## src/rtl/redirect_program_counter.sv

```systemverilog
// Fetch program counter with prioritised redirect channels.
// Tracks PC-change sequence and redirect epoch counters alongside the presented PC.
module redirect_program_counter #(
  parameter int                XLEN         = 32,
  parameter logic [XLEN-1:0]   RESET_VECTOR = 32'h00003000,
  parameter int                STEP         = 4,
  parameter int                NUM_REDIRECT = 2,
  parameter int                SEQ_WIDTH    = 1,
  parameter int                EPOCH_WIDTH  = 2
) (
  input  logic                                clock,
  input  logic                                reset,
  input  logic                                fetchReady,
  input  logic [NUM_REDIRECT-1:0]             redirectValid,
  input  logic [NUM_REDIRECT-1:0][XLEN-1:0]   redirectTarget,
  output logic [XLEN-1:0]                     pc,
  output logic                                pcValid,
  output logic [SEQ_WIDTH-1:0]                seq,
  output logic [EPOCH_WIDTH-1:0]              epoch,
  output logic                                misaligned
);

  localparam logic [XLEN-1:0] STEP_INC   = XLEN'(STEP);
  localparam logic [XLEN-1:0] ALIGN_MASK = XLEN'(STEP - 1);

  typedef enum logic {
    STATE_RESET = 1'b0,
    STATE_RUN   = 1'b1
  } state_t;

  state_t                 state;
  state_t                 state_next;
  logic [XLEN-1:0]        pc_next;
  logic [SEQ_WIDTH-1:0]   seq_next;
  logic [EPOCH_WIDTH-1:0] epoch_next;
  logic                   misaligned_next;
  logic                   redirect_hit;
  logic [XLEN-1:0]        redirect_sel;
  logic                   accept;

  // Scanning downwards lets the lowest requesting channel overwrite the others.
  always_comb begin
    redirect_hit = 1'b0;
    redirect_sel = '0;
    for (int i = NUM_REDIRECT - 1; i >= 0; i--) begin
      if (redirectValid[i]) begin
        redirect_hit = 1'b1;
        redirect_sel = redirectTarget[i];
      end
    end
  end

  assign accept = pcValid && fetchReady;

  always_comb begin
    state_next      = state;
    pc_next         = pc;
    seq_next        = seq;
    epoch_next      = epoch;
    misaligned_next = misaligned;
    case (state)
      STATE_RESET: begin
        state_next = STATE_RUN;
      end
      STATE_RUN: begin
        if (redirect_hit) begin
          pc_next         = redirect_sel & ~ALIGN_MASK;
          misaligned_next = |(redirect_sel & ALIGN_MASK);
          epoch_next      = epoch + EPOCH_WIDTH'(1);
          seq_next        = seq + SEQ_WIDTH'(1);
        end else if (accept) begin
          pc_next         = pc + STEP_INC;
          misaligned_next = 1'b0;
          seq_next        = seq + SEQ_WIDTH'(1);
        end
      end
      default: begin
        state_next = STATE_RESET;
      end
    endcase
  end

  // pcValid is registered from the next state so it rises together with the RUN entry.
  always_ff @(posedge clock) begin
    if (!reset) begin
      state      <= STATE_RESET;
      pc         <= RESET_VECTOR;
      pcValid    <= 1'b0;
      seq        <= '0;
      epoch      <= '0;
      misaligned <= 1'b0;
    end else begin
      state      <= state_next;
      pc         <= pc_next;
      pcValid    <= (state_next == STATE_RUN);
      seq        <= seq_next;
      epoch      <= epoch_next;
      misaligned <= misaligned_next;
    end
  end

endmodule
```

## config.mk

```make
export PLATFORM = sky130hd
export DESIGN_NAME = redirect_program_counter
export DESIGN_NICKNAME = d
export VERILOG_FILES = /design/src/rtl/redirect_program_counter.sv
export SDC_FILE = /design/constraint.sdc
export NUM_CORES = 1
export LEC_CHECK = 0
export CORE_MARGIN = 8
export CORE_UTILIZATION = 35
export CTS_BUF_LIST = sky130_fd_sc_hd__clkbuf_8
export DETAILED_ROUTE_END_ITERATION = 8
export HOLD_SLACK_MARGIN = 0.08
export PLACE_DENSITY = 0.69
export REMOVE_ABC_BUFFERS = 1
export SETUP_SLACK_MARGIN = 0.3
export SKIP_CTS_REPAIR_TIMING = 1
export SYNTH_ARGS = -nofsm -noshare
export SYNTH_HDL_FRONTEND = slang
export SYNTH_SLANG_ARGS = --single-unit
```

## constraint.sdc

```tcl
create_clock -name clock -period 3.7 [get_ports clock]
set_clock_uncertainty 0.1 [all_clocks]
set_input_delay 0.74 -clock clock [delete_from_list [all_inputs] [get_ports clock]]
set_output_delay 0.74 -clock clock [all_outputs]
set_load 0.02 [all_outputs]
```

# == After elaboration in Yosys (flattened, before gate mapping) ==
# Cells that the tools add are included.
# totals
out_inout_bits,37
reg_bits,37
input_bits,69
# op_classes
muxes,11
reduce_logical,5
addsub,3
# ops
op,n
$mux W32,4
$add A32 B3 Y32 const B,1
$mux W1,7
$reduce_and A2 Y1,2
$add A2 B1 Y2 const B,1
$reduce_bool A2 Y1,1
$reduce_or A2 Y1,1
$add A1 B1 Y1 const B,1
$logic_and A1 B1 Y1,1

# == Longest topological paths before layout ==
# depth
depth_word,4
mapped_depth,8

# == Least setup slack after synthesis ==
# Ideal clock, no wire load.
# synth_path
path_type,input -> register
start,input redirectValid[0]
end,register pc[26]
arrival_ps,1983
setup_slack_ps,1490
path_stages,7
required_ps,3474
path_cell_list,clkbuf_1 -> or2_2 -> buf_4 -> o21a_1 -> clkbuf_1 -> o211ai_1 -> o31ai_1
# synth_via
elab_chain_len,3
elab_cells_between_ends,5
# synth_rtl
element,line_no,text
start: declaration,14,"input logic [NUM_REDIRECT-1:0] redirectValid,"
$mux W1,46,if (redirectValid[i]) begin
$reduce_bool A2 Y1 (no source line),--,
$reduce_and A2 Y1 (no source line),--,
end signal: assignment,94,pc <= pc_next;
end: declaration,16,"output logic [XLEN-1:0] pc,"
# Parallel ways exist; a longest one is shown, timed or not.
# A chain may end at the register's enable or synchronous reset.

# == Worst setup path after layout ==
# layout_path
start,input redirectValid[0]
end,register pc[27]
# Same word-level chain as after synthesis.

==> impl_table.tex <==
\begin{tabular}{lr}
\hline
Metric & Value \\
\hline
\multicolumn{2}{l}{\textbf{Finish}} \\
\quad Post-layout instance area & 3510 um\^{}2 \\
\quad Finished Layout Cells & 484 \\
\quad Layout net count & 473 \\
\quad Total area of multi-input combinational cells & 1520 um\^{}2 \\
\quad Post-Route Utilization & between 50\% and 60\% \\
\quad Inserted Diodes & 0 \\
\quad Layout area overhead & 49.0\% \\
\quad Layout cells sized above 1 & 5.20\% \\
\quad Fill cell total of the finished layout & about 650 \\
\quad Seq. cell area & 701 um\^{}2 \\
\multicolumn{2}{l}{\textbf{Logic synthesis}} \\
\quad Area share of the leading cell type in the synthesized netlist & about 30\% \\
\quad Share of flip-flops with an asynchronous set or reset after synthesis & 0\% \\
\quad Main combinational cell family by area after synthesis & compound AO/OA/AOI/OAI gates \\
\quad Xor/xnor cell area share of the yosys netlist & 1.49\% \\
\quad Fraction of the mapped netlist area in simple logic gates & 27.3\% \\
\quad Top cells by area in the synthesized netlist & sky130\_fd\_sc\_hd\_\_dfxtp\_1 30\%, sky130\_fd\_sc\_hd\_\_nand2\_1 7.2\%, sky130\_fd\_sc\_hd\_\_a21oi\_1 4.2\% \\
\quad Mean area per synthesized cell & 7.58 um\^{}2 \\
\quad Register bit total from synthesis & 35 \\
\quad Commonest cells in the synthesized netlist & 45 x sky130\_fd\_sc\_hd\_\_nand2\_1, 35 x sky130\_fd\_sc\_hd\_\_dfxtp\_1, 20 x sky130\_fd\_sc\_hd\_\_a21oi\_1 \\
\quad Share of the synthesized area in compound gates (AO/OA/AOI/OAI) & 32.8\% \\
\quad Library cell occupying the most area in the post-synthesis netlist & sky130\_fd\_sc\_hd\_\_dfxtp\_1 \\
\quad Cell with the most instances after synthesis & sky130\_fd\_sc\_hd\_\_nand2\_1 \\
\quad Post-Synthesis Cell Area & $\sim$2400 um\^{}2 \\
\quad Portion of netlist area occupied by mux cells & 1.70\% \\
\quad Number of enable flip-flop cells after synthesis & 0 \\
\quad Portion of the post-synthesis area used by sequential elements & 29.7\% \\
\quad Adder-cell area share of the yosys netlist & less than 1\% \\
\quad Post-synth top flop & sky130\_fd\_sc\_hd\_\_dfxtp\_1 \\
\quad Warnings, synthesis & 0 \\
\quad Count of unique library cells instantiated by Yosys & 60 \\
\quad Number of standard cells after synthesis & 311 \\
\multicolumn{2}{l}{\textbf{Power}} \\
\quad Switching part of the total power & 30.7\% \\
\quad Internal & around 740 uW \\
\quad Pwr dens & 303 nW/um\^{}2 \\
\quad Worst ir drop on vdd & 0.134 mV \\
\quad Sequential group share of total power & 42.0\% \\
\quad Clock group share of total power & 29.0\% \\
\quad Net switching component of the power & 327 uW \\
\quad Static Leak & 1.23 nW \\
\quad Overall power of the completed layout & 1.06 mW \\
\quad Logic gate share of total power & 29.0\% \\
\multicolumn{2}{l}{\textbf{Route}} \\
\quad Sum of routed wire length over all layers & 9040 um \\
\quad Count of TritonRoute iterations in the first routing pass & 5 \\
\quad Via count & 2826 \\
\quad Antenna Violating Nets Remaining & 0 \\
\quad DRC marker count from the first detailed-route iteration & 187 \\
\quad Wirelength per Cell & roughly 19 um \\
\quad Drc violations & 0 \\
\quad Drt via density & 5.84 \\
\multicolumn{2}{l}{\textbf{Timing}} \\
\quad Slew HR & 39.6\% \\
\quad Setup TNS & 0 ns \\
\quad Unrepaired setup endpoints after global routing & false \\
\quad Pin slew with the least headroom to its limit & 0.898 ns \\
\quad Number of slew-limit violations in the final report & 0 \\
\quad Setup Viol. Count Final & 0 \\
\quad Post-route worst hold slack & approximately 0.40 ns \\
\quad Period Utilization, post-route & 79.2\% \\
\quad Post-layout minimum cycle time & 2.93 ns \\
\quad Final hold viol count & 0 \\
\quad Fmax & around 0.34 GHz \\
\quad Post-route worst setup slack & 0.771 ns \\
\multicolumn{2}{l}{\textbf{Placement}} \\
\quad Cell area reported after detailed placement & $\sim$3400 um\^{}2 \\
\quad Count of input and output buffers & roughly 100 \\
\quad Detailed Place HPWL & 6690 um \\
\quad Final estimated routing congestion in global placement & 0.895 \\
\quad Worst-case setup slack after placement & 0.499 ns \\
\quad Post-placement cell count & roughly 480 \\
\multicolumn{2}{l}{\textbf{Global route}} \\
\quad Total GRT Usage & between 15 and 20\% \\
\quad Initial antenna violation count & 0 \\
\quad Global-route wire length before repair & 14600 um \\
\quad Number of global-route vias before repair & 2943 \\
\quad Pin count of the biggest net entering global routing & 27 \\
\quad Grt total ovfl & 0 \\
\multicolumn{2}{l}{\textbf{Critical path}} \\
\quad End of the worst register-to-register path & pc[30] \\
\quad Register-to-register setup slack & 1.39 ns \\
\quad Type of the setup path with the least slack & primary input to flop \\
\quad Worst endpoint data arrival time & 2.97 ns \\
\quad Launch instance of the worst register-to-register path & pc[18] \\
\quad FF-to-FF path depth & 5 \\
\quad Sort of element at the end of the critical path & flop \\
\quad Worst EP required & 3.74 ns \\
\quad Highest net fanout along the worst path & 14 \\
\quad Launching element type of the critical path & primary input \\
\multicolumn{2}{l}{\textbf{Worst hold path}} \\
\quad Depth of the worst hold-timing path & 1 \\
\quad Hold worst-path end & pc[31] \\
\quad Hold Startpoint & pc[31] \\
\quad Worst Hold Class & flop to flop \\
\multicolumn{2}{l}{\textbf{Clock network}} \\
\quad Total clock buffers created by CTS & 5 \\
\quad Clock Path Buffers & 2 \\
\quad Clock net sink count & 35 \\
\quad CTS HTree Levels & 2 \\
\quad Clock edge transition at the registers on the reported setup and hold paths & 0.07 ns \\
\quad Clk Tree Root Cell & sky130\_fd\_sc\_hd\_\_clkbuf\_8 \\
\quad Clock tree from TritonCTS & yes \\
\quad Clock latency at the later pin of the worst-skew pair & just under 0.3 ns \\
\multicolumn{2}{l}{\textbf{Floorplan}} \\
\quad Std cell rows & 30 \\
\quad Number of ports placed on the die boundary & between 100 and 150 \\
\quad Die Wd & 98.1 um \\
\quad Starting density of the core & 35.5\% \\
\quad Die Outline Area & slightly below 10000 um\^{}2 \\
\quad Area of the placeable core & between 6000 and 7000 um\^{}2 \\
\quad Die extent in y & 98.1 um \\
\multicolumn{2}{l}{\textbf{Outcome}} \\
\quad Outcome & complete, no violations \\
\multicolumn{2}{l}{\textbf{Job}} \\
\quad Max capacitance violation total & 0 \\
\hline
\end{tabular}
==> layout by cell type, fill, tap and decap left out, types with 3 or more instances in the layout <==
cell and count:
sky130_fd_sc_hd__xnor2_1 3, sky130_fd_sc_hd__nor3_1 7, sky130_fd_sc_hd__clkdlybuf4s50_1 103, sky130_fd_sc_hd__nand2_1 45, sky130_fd_sc_hd__a211oi_1 4, sky130_fd_sc_hd__dfxtp_1 35, sky130_fd_sc_hd__nand3_1 11, sky130_fd_sc_hd__a221oi_1 4
sky130_fd_sc_hd__and2_1 9, sky130_fd_sc_hd__a22oi_1 5, sky130_fd_sc_hd__clkbuf_8 7, sky130_fd_sc_hd__a311oi_1 5, sky130_fd_sc_hd__o22ai_1 14, sky130_fd_sc_hd__o21ai_0 19, sky130_fd_sc_hd__o211ai_1 5, sky130_fd_sc_hd__a22o_1 3
sky130_fd_sc_hd__buf_4 7, sky130_fd_sc_hd__nand4_1 12, sky130_fd_sc_hd__o31ai_1 4, sky130_fd_sc_hd__a21boi_0 4, sky130_fd_sc_hd__nor4_1 5, sky130_fd_sc_hd__nor2_1 18, sky130_fd_sc_hd__and4_1 5, sky130_fd_sc_hd__inv_1 3
sky130_fd_sc_hd__o21a_1 4, sky130_fd_sc_hd__and3_1 3, sky130_fd_sc_hd__a21oi_1 20, sky130_fd_sc_hd__mux2i_1 4
==> metal layers <==
layer  GRT usage (%)  part of all wire, %  wire (um)  vias to the layer above
met1            21.6                   43       3870                     1292
met4            5.64                  1.4        131                        0
met5               0                    0          0                        -
met3            6.54                  9.8        886                       16
met2            30.3                   46       4150                      132
li1                -                    -          -                     1386
==> cells by family (layout without fill, tap and decap cells) <==
| family | Yosys count | after routing |
|---|---|---|
| simple gates | 126 | 126 |
| mux | 4 | 4 |
| xor+xnor | 4 | 4 |
| flops | 35 | 35 |
| other cells | 1 | 2 |
| compound gates | 112 | 112 |
| buf+inv | 28 | 120 |
| fa+ha+maj | 1 | 1 |
==> worst max-delay path by stage <==
stage                     start  endpoint  slack (ns)  cells past startpoint
2_1_floorplan  redirectValid[1]    pc[23]        1.16                      4
3_3_place_gp   redirectValid[0]    pc[30]        0.53                      7
3_5_place_dp   redirectValid[0]    pc[30]        0.50                      7
4_1_cts        redirectValid[0]    pc[30]        0.79                      7
5_1_grt        redirectValid[0]    pc[17]        0.59                      6
6_report       redirectValid[0]    pc[27]        0.77                      7
==> area by class of cell <==
type	instances	area share (%)
multi-input combinational	249	43.3
timing repair buffer	110	30.8
sequential	35	19.9
tap	80	2.85
clock buffer	7	2.74
inverter	2	0.214
clock inverter	1	0.107
==> worst max-delay path, cell delays in order <==
cell                              delay [ns]
sky130_fd_sc_hd__clkdlybuf4s50_1        0.69
sky130_fd_sc_hd__buf_4                  0.32
sky130_fd_sc_hd__buf_4                  0.16
sky130_fd_sc_hd__nor2_1                 0.12
sky130_fd_sc_hd__nand3_1                0.18
sky130_fd_sc_hd__nor4_1                 0.56
sky130_fd_sc_hd__a311oi_1               0.18
==> state kept, by name, indices dropped and copies added (netlist names) <==
name,flops
pc,30
epoch,2
misaligned,1
seq,1
state,1
==> power groups by stage <==
stage	Clock [mW]	Combinational, mW	Sequential [mW]
5_1_grt	0.325	0.334	0.453
3_3_place_gp	0	0.306	0.454
3_5_place_dp	0	0.308	0.455
2_1_floorplan	0	0.0980	0.478
4_1_cts	0.309	0.310	0.446
6_report	0.309	0.309	0.447
No activity file was read; power rests on OpenSTA's default activity.
==> patch 1 (same flow settings) <==
`RESET_VECTOR`: 32'h00003000 -> 32'h00001800.
--- a/src/rtl/redirect_program_counter.sv
+++ b/src/rtl/redirect_program_counter.sv
@@ -2,7 +2,7 @@
 // Tracks PC-change sequence and redirect epoch counters alongside the presented PC.
 module redirect_program_counter #(
   parameter int                XLEN         = 32,
-  parameter logic [XLEN-1:0]   RESET_VECTOR = 32'h00003000,
+  parameter logic [XLEN-1:0]   RESET_VECTOR = 32'h00001800,
   parameter int                STEP         = 4,
   parameter int                NUM_REDIRECT = 2,
   parameter int                SEQ_WIDTH    = 1,
Formal check against the unedited RTL: not equivalent (a bounded check fails within 4 cycles, from zero or initial values and one cycle with reset low).
==> patch 1 against the unedited design <==
  * Largest power group unchanged
  * Cell count is 1.2% higher
  * Via count rose by 3.3%
  * Setup slack better by 0.16 ns
  * Combinational power increased by 1%
  * Synthesized area rose by 2.3%
  * Routed wire length up 0.28%
  * Sequential cell count did not move
  * Worst hold slack got worse by 0.011 ns
  * Design area increased by 2.4%
  * Critical path type unchanged
  * Power down 2.5%
  * Critical endpoint is now pc[10]$_SDFFE_PN0P_
  * Clock power decreased by 10%
==> patch 1: results (changes against the unedited design) <==
- Layout cells sized above 1: 0.0732 (+0.0212)
- Reg2reg end: pc[26]$_SDFFE_PN0P_
- Static Leak: 1.25 nW (+2.0%)
- Crit-path leading delay family: compound AO/OA/AOI/OAI gates
- Critical Path Sink: pc[10]$_SDFFE_PN0P_
- Post-Layout Cell Count: 490 (+1.2%)
- First-pass GRT wire length: 14.5 mm (-0.66%)
- Unique masters post-synth: 62 (+3.3%)
- Gr usage total: 0.180 (-0.00304)
- Seq group: 0.000448 W (about the same)
- Via density: 5.96 (+2.1%)
- Worst rel slew slack: 0.459 (+0.0634)
- Critical Path Start: redirectValid[1]
- Synth cell count leaders: nand2_1, dfxtp_1, clkbuf_1
- Syn avg cell area: 7.69 sq um (+1.4%)
- RePlAce Congestion: 0.849 (-5.1%)
- Flop-to-flop setup slack: 1.25 ns (-0.14 ns)
- Vias in the first global route: 2,877 (-2.2%)
- Status: finished, final reports clean
- Sw frac: 0.323 (+0.0163)
- DP HPWL: 6.77 mm (+1.3%)
- Seq/Total Area, Yosys: 0.290 (-0.00678)
- Initial DRC count: 153 (-18%)
- Ranking of synthesized cells by area: dfxtp_1, nand2_1, o22ai_1
- Worst IR drop on VDD: 0.152 mV (+13%)
- Largest net degree at the start of global routing: 23 (-15%)
## patch 1: cell type report
type,instances,area (sq um)
Clock inverter,3,16.3
Timing Repair Buffer,112,1100
Multi-Input combinational cell,252,1600
Fill cell,644,3120
Tap cell,80,100
Sequential cell,35,701
Inverter,3,11.3
Clock buffer,5,68.8
## patch 1: cell families after synthesis
logic type               synth area share
multiplexers                       0.0207
buffers and inverters              0.0513
AO/OA/AOI/OAI                       0.315
other                             0.00155
AND/OR/NAND/NOR                     0.302
adder cells (fa/ha/maj)           0.00518
XOR/XNOR                           0.0145
flip-flops                          0.290
## patch 1: metal layers
metal / vias to the layer above / track usage / wire, um
li1: 1387 / - / -
met1: 1390 / 0.218 / 3830
met2: 131 / 0.298 / 4360
met3: 12 / 0.0529 / 765
met4: 0 / 0.0579 / 108
met5: - / 0 / 0
## patch 1: worst register-to-register path: stages (launching register included)
cell,delay [ns]
dfxtp_1,0.44
ha_1,0.26
nand3_2,0.20
or4_1,0.73
nor4_2,0.36
xnor2_1,0.18
o31ai_2,0.07
==> patch 2 (config.mk and constraints unchanged) <==
Without the edit above. Make the reset (`reset`) asynchronous in one clocked block.
--- a/src/rtl/redirect_program_counter.sv
+++ b/src/rtl/redirect_program_counter.sv
@@ -81,7 +81,7 @@
   end
 
   // pcValid is registered from the next state so it rises together with the RUN entry.
-  always_ff @(posedge clock) begin
+  always_ff @(posedge clock or negedge reset) begin
     if (!reset) begin
       state      <= STATE_RESET;
       pc         <= RESET_VECTOR;
Check against the original RTL: differs if reset is asserted again (counterexample within 4 cycles, from zero or initial values and one cycle with reset low); with reset held inactive, the same outputs for 10 cycles.
==> patch 2 against the unedited design <==
  * Routed wire length down 3.7%
  * Setup slack gained 0.22 ns
  * Power grew 25%
  * Combinational power up 66%
  * First-iteration DRC count up 0.53%
  * Cell count fell by 3.7%
  * Design area grew 1.0%
  * Non-clock buffer count increased by 2
  * Synthesized area grew 0.21%
  * Sequential cell count did not move
  * Core utilization rose by 0.25 points
  * Highest routed layer unchanged
==> patch 2: results (changes against the unedited design) <==
- Gr usage total: 0.183 (-0.000619)
- Static Leak: 1.35 nW (+9.9%)
- Crit-path leading delay family: flip-flops
- Syn avg cell area: 8.15 sq um (+7.5%)
- Grt met3 use: 0.0462 (-0.0192)
- Multi-input combinational area share: 0.387 (-0.0460)
- Post-Route WL: 8.71 mm (-3.7%)
- RePlAce Congestion: 0.840 (-6.1%)
- Vias: 2,667 (-5.6%)
- Via density: 5.72 (-2.0%)
- Initial DRC count: 188 (+0.53%)
- Unique masters post-synth: 57 (-5.0%)
- FF+latch count: 35 (unchanged)
- Inst Count DP: 458 (-3.8%)
- Post-synthesis async set-or-reset flop share: 1.00 (+1.00)
- Seq/Total Area, Yosys: 0.372 (+0.0745)
- Min Clock Period, post-route: 2.71 ns (-0.222 ns)
- First-pass GRT wire length: 14.4 mm (-1.4%)
- Critical Path Max Stage Delay: 0.83 ns (+0.14 ns)
- Clock network area share: 0.0229 (-0.00558)
- Drt first pass iters: 4 (-1)
- Nonclk buf count: 112 (+1.8%)
- NonClk Buf Share: 0.308 (-0.000332)
- Ranking of synthesized cells by area: dfrtp_1, a21oi_1, o21ai_0
- Top_reg_cell synth: dfrtp_1
- Fraction of area in registers: 0.247 (+0.0480)
- Worst rel slew slack: 0.448 (+0.0523)
- CTS clk-pin slew, worst paths: 0.07 ns (about the same)
- Crit-path slowest cell: dfrtp_1
- Hold Path Class: register to register
- Fill cells: 665 (+1.7%)
- Status: finished, final reports clean
- Synth cell count leaders: a21oi_1, dfrtp_1, nand2_1
- Setup WS pre-CTS: 0.774 ns (+0.275 ns)
- Vias in the first global route: 2,767 (-6.0%)
- Worst IR drop on VDD: 0.163 mV (+21%)
- Crit path DAT: 1.87 ns (-1.10 ns)
- Largest net degree at the start of global routing: 36 (+33%)
- DP HPWL: 6.39 mm (-4.5%)
- Ys Warns: 0 (unchanged)
- Biggest regs: pc (30), epoch (2)
- Inverter count: 6 (+4)
- Routing usage on met1: 0.236 (+0.0204)
- Grt met2 use: 0.297 (-0.00580)
- Layout cells sized above 1: 0.0674 (+0.0154)
- Crit path max fanout: 17 (+3)
- #MultiIn Comb: 225 (-9.6%)
[patch 2: changes by cell type after synthesis, sizes merged, moves of 5 or more]
cell	unedited run	this run
dfrtp	0	33
and3	3	11
dfxtp	35	0
o22a	0	5
and2	9	0
nand2	45	23
a21oi	20	34
[patch 2: through the flow]
stage	instance area (sq um)	hold WS [ns]
2_1_floorplan	2260	0.344
3_3_place_gp	3470	0.364
3_5_place_dp	3470	0.379
4_1_cts	3550	0.389
5_1_grt	3550	0.416
6_report	3550	0.382
[patch 2: power breakdown]
part           switching (W)  internal (W)  total [W]
combinational       0.000248      0.000265   0.000513
sequential         0.0000913      0.000453   0.000544
clock               0.000142      0.000127   0.000269
total               0.000481      0.000845    0.00133
[patch 2: metal layers]
metal,wire length (um),vias to the layer above
met3,661,8
met2,4070,111
met1,3900,1258
li1,-,1290
met4,77,0
met5,0,-
[patch 2: kinds of logic after synthesis]
| family | share of synthesized area |
|---|---|
| AOI/OAI and AO/OA | 0.311 |
| DFF | 0.372 |
| and+or+nand+nor | 0.235 |
| buffers and inverters | 0.0545 |
| other | 0.00318 |
| adders and majority gates | 0.00529 |
| xor gates and xnor gates | 0.0111 |
| muxes | 0.00847 |
[patch 2: final timing paths]
kind | from | end | cells after the start
min in group asynchronous | reset | epoch[0]$_DFFE_PN0P_ | 1
worst min register to register | epoch[1]$_DFFE_PN0P_ | epoch[1]$_DFFE_PN0P_ | 1
worst max-delay path | state$_DFF_PN0_ | pcValid | 1
worst max register to register | pc[2]$_DFFE_PN0P_ | pc[24]$_DFFE_PN0P_ | 6
max in group asynchronous | reset | misaligned$_DFFE_PN0P_ | 1
worst min-delay path | epoch[1]$_DFFE_PN0P_ | epoch[1]$_DFFE_PN0P_ | 1
